==> config.mk <==
export PLATFORM = sky130hd
export DESIGN_NAME = mem_responder_flat
export DESIGN_NICKNAME = d
export VERILOG_FILES = /design/src/rtl/mem_map_pkg.sv /design/src/rtl/mem_responder_if.sv /design/src/rtl/ram64x16.sv /design/src/rtl/mem_responder.sv /design/src/flat_wrapper.sv
export SDC_FILE = /design/constraint.sdc
export NUM_CORES = 1
export LEC_CHECK = 0
export CAP_MARGIN = 15
export CORE_MARGIN = 2
export CORE_UTILIZATION = 45
export DETAILED_ROUTE_END_ITERATION = 8
export GPL_TIMING_DRIVEN = 0
export SLEW_MARGIN = 20
export SYNTH_ARGS = -nofsm -noshare
export SYNTH_HDL_FRONTEND = slang
export SYNTH_SLANG_ARGS = --single-unit
==> constraint.sdc <==
create_clock -name Clock -period 4.8 [get_ports Clock]
set_input_delay 0.72 -clock Clock [delete_from_list [all_inputs] [get_ports Clock]]
set_output_delay 0.72 -clock Clock [all_outputs]
set_load 0.02 [all_outputs]
==> src/rtl/mem_map_pkg.sv <==
// Shared memory-map constants and FSM encoding for the mem_responder block.
package mem_map_pkg;

   localparam int          DEPTH    = 64;
   localparam int          AW       = 6;
   localparam logic [15:0] LED_ADDR = 16'h1000;
   localparam logic [15:0] SW_ADDR  = 16'h2000;

   typedef enum logic [1:0] {
      CLEAR = 2'd0,
      LOAD  = 2'd1,
      RUN   = 2'd2
   } state_t;

   // True when the data address falls inside the RAM window (upper bits all zero).
   function automatic logic is_ram_addr(input logic [15:0] addr);
      return (addr[15:AW] == '0);
   endfunction

endpackage

==> src/rtl/mem_responder_if.sv <==
// Processor bus (fetch + load/store) and program-loader handshake.
interface mem_responder_if;
   import mem_map_pkg::*;

   logic [AW-1:0] pc;
   logic [15:0]   DIN;
   logic [15:0]   addrM;
   logic [15:0]   doutM;
   logic          wM;
   logic [15:0]   mem;
   logic          Run;
   logic          load_valid;
   logic [15:0]   load_data;
   logic          load_last;
   logic          load_ready;

   modport slave (
      input  pc, addrM, doutM, wM, load_valid, load_data, load_last,
      output DIN, mem, Run, load_ready
   );

   modport master (
      output pc, addrM, doutM, wM, load_valid, load_data, load_last,
      input  DIN, mem, Run, load_ready
   );

endinterface

==> src/rtl/ram64x16.sv <==
// 64x16 storage: one synchronous write port, two asynchronous read ports
// (instruction fetch and data load). Reads show the old word until the edge.
module ram64x16 #(
   parameter int DEPTH = mem_map_pkg::DEPTH
) (
   input  logic                      clk,
   input  logic                      we,
   input  logic [mem_map_pkg::AW-1:0] waddr,
   input  logic [15:0]               wdata,
   input  logic [mem_map_pkg::AW-1:0] raddr_fetch,
   output logic [15:0]               rdata_fetch,
   input  logic [mem_map_pkg::AW-1:0] raddr_data,
   output logic [15:0]               rdata_data
);
   logic [15:0] ram_mem [DEPTH];

   // Single write port; no reset so the array maps onto plain storage.
   always_ff @(posedge clk) begin
      if (we) begin
         ram_mem[waddr] <= wdata;
      end
   end

   assign rdata_fetch = ram_mem[raddr_fetch];
   assign rdata_data  = ram_mem[raddr_data];

endmodule

==> src/rtl/mem_responder.sv <==
// Memory responder: clears RAM after reset, accepts a program image over the
// loader handshake, then serves instruction fetches, loads and stores with a
// small memory map (RAM window, LED register, switch inputs).
module mem_responder #(
   parameter int          DEPTH    = mem_map_pkg::DEPTH,
   parameter logic [15:0] LED_ADDR = mem_map_pkg::LED_ADDR,
   parameter logic [15:0] SW_ADDR  = mem_map_pkg::SW_ADDR
) (
   input  logic              Clock,
   input  logic              Resetn,   // active-high synchronous reset
   mem_responder_if.slave    bus,
   input  logic [9:0]        SW,
   output logic [15:0]       LEDR,
   output logic              wr_err
);
   import mem_map_pkg::*;

   localparam logic [AW-1:0] LAST_IDX = AW'(DEPTH - 1);

   state_t          state_reg, state_next;
   logic [AW-1:0]   clr_idx_reg, clr_idx_next;
   logic [AW-1:0]   load_ptr_reg, load_ptr_next;
   logic            run_reg;
   logic [15:0]     led_reg, led_next;
   logic            err_reg, err_next;

   logic            addr_in_ram;
   logic            load_accept;
   logic            store_ram, store_led, store_bad;

   logic            ram_we;
   logic [AW-1:0]   ram_waddr;
   logic [15:0]     ram_wdata;
   logic [15:0]     fetch_word, data_word;

   ram64x16 #(.DEPTH(DEPTH)) u_ram (
      .clk         (Clock),
      .we          (ram_we),
      .waddr       (ram_waddr),
      .wdata       (ram_wdata),
      .raddr_fetch (bus.pc),
      .rdata_fetch (fetch_word),
      .raddr_data  (bus.addrM[AW-1:0]),
      .rdata_data  (data_word)
   );

   // Address decode and per-cycle transaction qualifiers.
   always_comb begin
      addr_in_ram = is_ram_addr(bus.addrM);
      load_accept = (state_reg == LOAD) && bus.load_valid;
      store_ram   = (state_reg == RUN) && bus.wM && addr_in_ram;
      store_led   = (state_reg == RUN) && bus.wM && !addr_in_ram && (bus.addrM == LED_ADDR);
      // The switch address is read-only, so a store there is also an error.
      store_bad   = (state_reg == RUN) && bus.wM && !addr_in_ram && (bus.addrM != LED_ADDR);
   end

   // Next-state logic for the CLEAR -> LOAD -> RUN sequence and its counters.
   always_comb begin
      state_next    = state_reg;
      clr_idx_next  = clr_idx_reg;
      load_ptr_next = load_ptr_reg;
      led_next      = led_reg;
      err_next      = err_reg;
      case (state_reg)
         CLEAR: begin
            clr_idx_next = clr_idx_reg + 1'b1;
            if (clr_idx_reg == LAST_IDX) begin
               state_next = LOAD;
            end
         end
         LOAD: begin
            if (load_accept) begin
               // Pointer saturates at the last word; the FSM leaves LOAD there anyway.
               if (load_ptr_reg != LAST_IDX) begin
                  load_ptr_next = load_ptr_reg + 1'b1;
               end
               if (bus.load_last || (load_ptr_reg == LAST_IDX)) begin
                  state_next = RUN;
               end
            end
         end
         RUN: begin
            if (store_led) begin
               led_next = bus.doutM;
            end
            if (store_bad) begin
               err_next = 1'b1;
            end
         end
         default: begin
            state_next = CLEAR;
         end
      endcase
   end

   // The single RAM write port, steered by the current phase.
   always_comb begin
      ram_we    = 1'b0;
      ram_waddr = clr_idx_reg;
      ram_wdata = 16'h0000;
      case (state_reg)
         CLEAR: begin
            ram_we = 1'b1;
         end
         LOAD: begin
            ram_we    = load_accept;
            ram_waddr = load_ptr_reg;
            ram_wdata = bus.load_data;
         end
         RUN: begin
            ram_we    = store_ram;
            ram_waddr = bus.addrM[AW-1:0];
            ram_wdata = bus.doutM;
         end
         default: begin
            ram_we = 1'b0;
         end
      endcase
   end

   // State and counter registers; reset restarts the clear pass from index 0.
   always_ff @(posedge Clock) begin
      if (Resetn) begin
         state_reg    <= CLEAR;
         clr_idx_reg  <= '0;
         load_ptr_reg <= '0;
         run_reg      <= 1'b0;
         led_reg      <= 16'h0000;
         err_reg      <= 1'b0;
      end else begin
         state_reg    <= state_next;
         clr_idx_reg  <= clr_idx_next;
         load_ptr_reg <= load_ptr_next;
         run_reg      <= (state_next == RUN);
         led_reg      <= led_next;
         err_reg      <= err_next;
      end
   end

   // Load-data mux over the memory map.
   always_comb begin
      if (addr_in_ram) begin
         bus.mem = data_word;
      end else if (bus.addrM == SW_ADDR) begin
         bus.mem = {6'b0, SW};
      end else begin
         bus.mem = 16'h0000;
      end
   end

   assign bus.DIN        = fetch_word;
   assign bus.Run        = run_reg;
   assign bus.load_ready = (state_reg == LOAD);
   assign LEDR           = led_reg;
   assign wr_err         = err_reg;

endmodule

==> src/flat_wrapper.sv <==
// flat-port wrapper written by rule: the top's interface ports become plain ports
module mem_responder_flat import mem_map_pkg::*;
#(
   parameter int          DEPTH    = mem_map_pkg::DEPTH,
   parameter logic [15:0] LED_ADDR = mem_map_pkg::LED_ADDR,
   parameter logic [15:0] SW_ADDR  = mem_map_pkg::SW_ADDR
)
  (Clock, Resetn, SW, LEDR, wr_err, bus_pc, bus_addrM, bus_doutM, bus_wM, bus_load_valid, bus_load_data, bus_load_last, bus_DIN, bus_mem, bus_Run, bus_load_ready);
  mem_responder_if bus_i ();
  input  logic Clock;
  input  logic Resetn;
  input  logic [9:0] SW;
  output logic [15:0] LEDR;
  output logic wr_err;
  input wire logic [$bits(bus_i.pc)-1:0] bus_pc;
  input wire logic [$bits(bus_i.addrM)-1:0] bus_addrM;
  input wire logic [$bits(bus_i.doutM)-1:0] bus_doutM;
  input wire logic [$bits(bus_i.wM)-1:0] bus_wM;
  input wire logic [$bits(bus_i.load_valid)-1:0] bus_load_valid;
  input wire logic [$bits(bus_i.load_data)-1:0] bus_load_data;
  input wire logic [$bits(bus_i.load_last)-1:0] bus_load_last;
  output wire logic [$bits(bus_i.DIN)-1:0] bus_DIN;
  output wire logic [$bits(bus_i.mem)-1:0] bus_mem;
  output wire logic [$bits(bus_i.Run)-1:0] bus_Run;
  output wire logic [$bits(bus_i.load_ready)-1:0] bus_load_ready;
  assign bus_i.pc = bus_pc;
  assign bus_i.addrM = bus_addrM;
  assign bus_i.doutM = bus_doutM;
  assign bus_i.wM = bus_wM;
  assign bus_i.load_valid = bus_load_valid;
  assign bus_i.load_data = bus_load_data;
  assign bus_i.load_last = bus_load_last;
  assign bus_DIN = bus_i.DIN;
  assign bus_mem = bus_i.mem;
  assign bus_Run = bus_i.Run;
  assign bus_load_ready = bus_i.load_ready;
  mem_responder #(.DEPTH(DEPTH), .LED_ADDR(LED_ADDR), .SW_ADDR(SW_ADDR)) u_core (.Clock(Clock), .Resetn(Resetn), .bus(bus_i), .SW(SW), .LEDR(LEDR), .wr_err(wr_err));
endmodule
==> impl_metrics.ini <==
[logic_synthesis]
syn_area_mm2 = 0.0492
synth_seq_cells = 1056
synth_edf_count = 1024
syn_inst = 2592
ys_warn_count = 0
ys.flop_type = edfxtp_1
syn_avg_cell_area_um2 = 19.0
yosysUniqueCellTypes = 52
synth_nets = 2667
async_reset_ff_share_pct = 0
yosysSeqAreaShare_pct = 63.8

[timing]
min_period_over_period_pct = 102
tns_ps = -207
drv_slew = 0
finalCriticalPeriod_ps = 4880
timing.fmax_mhz = 205
fin_skew_ps = 25.3
grt_setup_unrepaired = no
worst_pin_slew_ps = 1170
layout_setup_ws_ps = -78.1
relSlewSlack_pct = 21.6
setup_viol = 7
hold_violations = 0

[worst_setup_path]
r2r-start = u_core.state_reg[0]
required_ps = 4080
worstSetupPathType = in2out
startpoint = bus_pc[3]
r2r_slack_ps = 940
cpMostUsedCell = a21oi_1
arrival_ps = 4160
crit_chain = dlygate4sd2_1, clkbuf_4, nor2b_2, clkbuf_2, a22oi_2, a21oi_1, a211oi_4, a21oi_1, clkdlybuf4s50_1
start_kind = primary input
reg2reg_depth = 10
endpoint = bus_DIN[4]
cp_slowest_stage_delay_ps = 690
crit_fanout = 10
slowest_stage = clkdlybuf4s50_1
rr_endpoint = u_core.u_ram.ram_mem[16][15]
worst_setup_path_end_kind = output pin

[finish]
finalInstanceArea_mm2 = 0.0580
layout-drive-gt1-share_pct = 34.8
largest_register_ffs = 1024
fin_nets = 2939
regMostFlops = u_core.u_ram.ram_mem
syn_to_final_growth_pct = 17.9

[cts]
clk_path_buf_depth = 3
cts_root_buf = clkbuf_16
tritoncts = built
cts_setup_buffers = 0
insertion_delay_ps = 720
cts_made_buffers = 113
h-tree-depth = 3
clkTransAtPathRegs_ps = 60
clock_sinks = 1056

[route]
antenna_left = 0
vias_per_cell = 7.00
drt_first_pass_iters = 6
wl_per_cell_um = 42.0
wl_mm = 184
drt_iter0_drc = 4466
vias = 30600
drc = 0

[power_and_ir_drop]
power_density_mw_per_mm2 = 361
leakage_nw = 19.9
peakVddDrop_v = 0.000296

[die]
initial_core_util_pct = 45.3
ioPinCount = 120
die_x_um = 335
core_area_mm2 = 0.109
design.die.area_mm2 = 0.112
die_h_um = 335
rows = 121

[global_routing]
track_usage_pct = 33.0
antenna_found_initial = 5
grt_pass1_vias = 31000
grt_pass1_wl_mm = 250
grt_max_degree = 38
grt_overflow = 0

[place]
gp_congestion = 1.03
port_buffers = 113
dp_hpwl_mm = 129
pre_cts_slack_ps = -1940
place_area_mm2 = 0.0537

[outcome]
violations = setup timing
status = finished, violations left

[flow_run]
max-cap-violations = 0

[hold_path]
hold_path_class = reg2reg
-- worst min-delay path by stage --
stage | from | end | slack [ps] | depth (start not counted)
after CTS | u_core.LEDR[5] | u_core.LEDR[5] | 500 | 2
after detailed placement | u_core.LEDR[5] | u_core.LEDR[5] | 480 | 2
after global routing | u_core.LEDR[5] | u_core.LEDR[5] | 530 | 2
after floorplan | u_core.clr_idx_reg[5] | u_core.clr_idx_reg[5] | 470 | 2
final | u_core.LEDR[5] | u_core.LEDR[5] | 490 | 2
after global placement | u_core.wr_err | u_core.wr_err | 470 | 2
-- cell usage in the layout, fill, tap and decap left out, drive strengths merged, types with 35 or more instances in the layout --
cell / synthesis / layout
clkinv: 0 / 46
clkdlybuf4s50: 0 / 102
mux4: 493 / 493
edfxtp: 1024 / 1024
clkbuf: 89 / 245
nand2: 65 / 65
a21oi: 52 / 52
nor2b: 35 / 35
a22oi: 165 / 165
buf: 117 / 151
mux2i: 165 / 165
o21ai: 42 / 42
nor2: 125 / 125
-- power breakdown --
part	internal, mW	leakage (nW)	switching, mW	total (mW)
Sequential	10.2	11.0	0.0609	10.2
Clock	4.77	1.72	3.74	8.50
Combinational	0.778	7.15	1.45	2.23
-- what timing repair did --
| action | CTS | global route |
|---|---|---|
| pin swaps | 11 | 6 |
| hold buffers | 0 | 0 |
| endpoints found under the setup margin | 32 | 28 |
| resized for setup | 260 | 49 |
-- per-layer routing --
metal	vias to the layer above	wire, µm	part of all wire (%)	GRT usage (%)
met1	16500	67800	37	42.1
met4	6	10400	5.7	16.7
li1	11700	-	-	-
met2	2010	86100	47	51.5
met5	-	194	0.11	1.17
met3	444	19300	10	9.70
-- through the flow --
stage	hold WS [ps]	power, mW	cells	utilization, %
after floorplan	471	11.5	2592	-
after global placement	466	12.4	4119	47.9
after detailed placement	483	12.5	4167	49.4
after CTS	496	20.9	4376	53.3
after global routing	527	21.4	4373	53.4
final	494	21.0	4374	53.4
-- critical path, delay by kind of cell --
family	cells	cell delay [ps]
compound gates	4	1020
simple gates	1	360
buf+inv	4	2010
-- Yosys cell counts (all sizes together), types with 6 or more instances --
master | instances | area (µm²)
a2111oi | 8 | 70.1
a211oi | 13 | 97.6
a21o | 8 | 60.1
a21oi | 52 | 260
a221o | 6 | 60.1
a221oi | 12 | 105
a22oi | 165 | 1240
a31oi | 13 | 81.3
and2 | 6 | 37.5
buf | 117 | 687
clkbuf | 89 | 334
dfxtp | 32 | 641
edfxtp | 1024 | 30700
ha | 6 | 75.1
mux2 | 6 | 67.6
mux2i | 165 | 1650
mux4 | 493 | 11100
nand2 | 65 | 244
nand2b | 10 | 62.6
nand3 | 24 | 120
nor2 | 125 | 485
nor2b | 35 | 219
nor3 | 15 | 75.1
o211ai | 10 | 75.1
o21ai | 42 | 210
-- area by class of cell --
| cell class | count | area [µm²] |
|---|---|---|
| Antenna cell | 1 | 2.50 |
| Buffer | 202 | 1400 |
| Clock buffer | 150 | 3000 |
| Clock inverter | 60 | 536 |
| Fill cell | 8504 | 50700 |
| Inverter | 3 | 11.3 |
| Multi-Input combinational cell | 1327 | 17900 |
| Sequential cell | 1056 | 31400 |
| Tap cell | 1414 | 1770 |
| Timing Repair Buffer | 161 | 2050 |
-- kinds of logic after synthesis --
| logic type | after synthesis | synth area share (%) |
|---|---|---|
| multiplexers | 664 | 26.1 |
| flip-flops | 1056 | 63.8 |
| adder cells (fa/ha/maj) | 6 | 0.153 |
| buffers and inverters | 209 | 2.10 |
| XOR/XNOR | 9 | 0.160 |
| AND/OR/NAND/NOR | 297 | 2.76 |
| AO/OA/AOI/OAI | 351 | 4.97 |
Power figures use the tool's default switching activity.
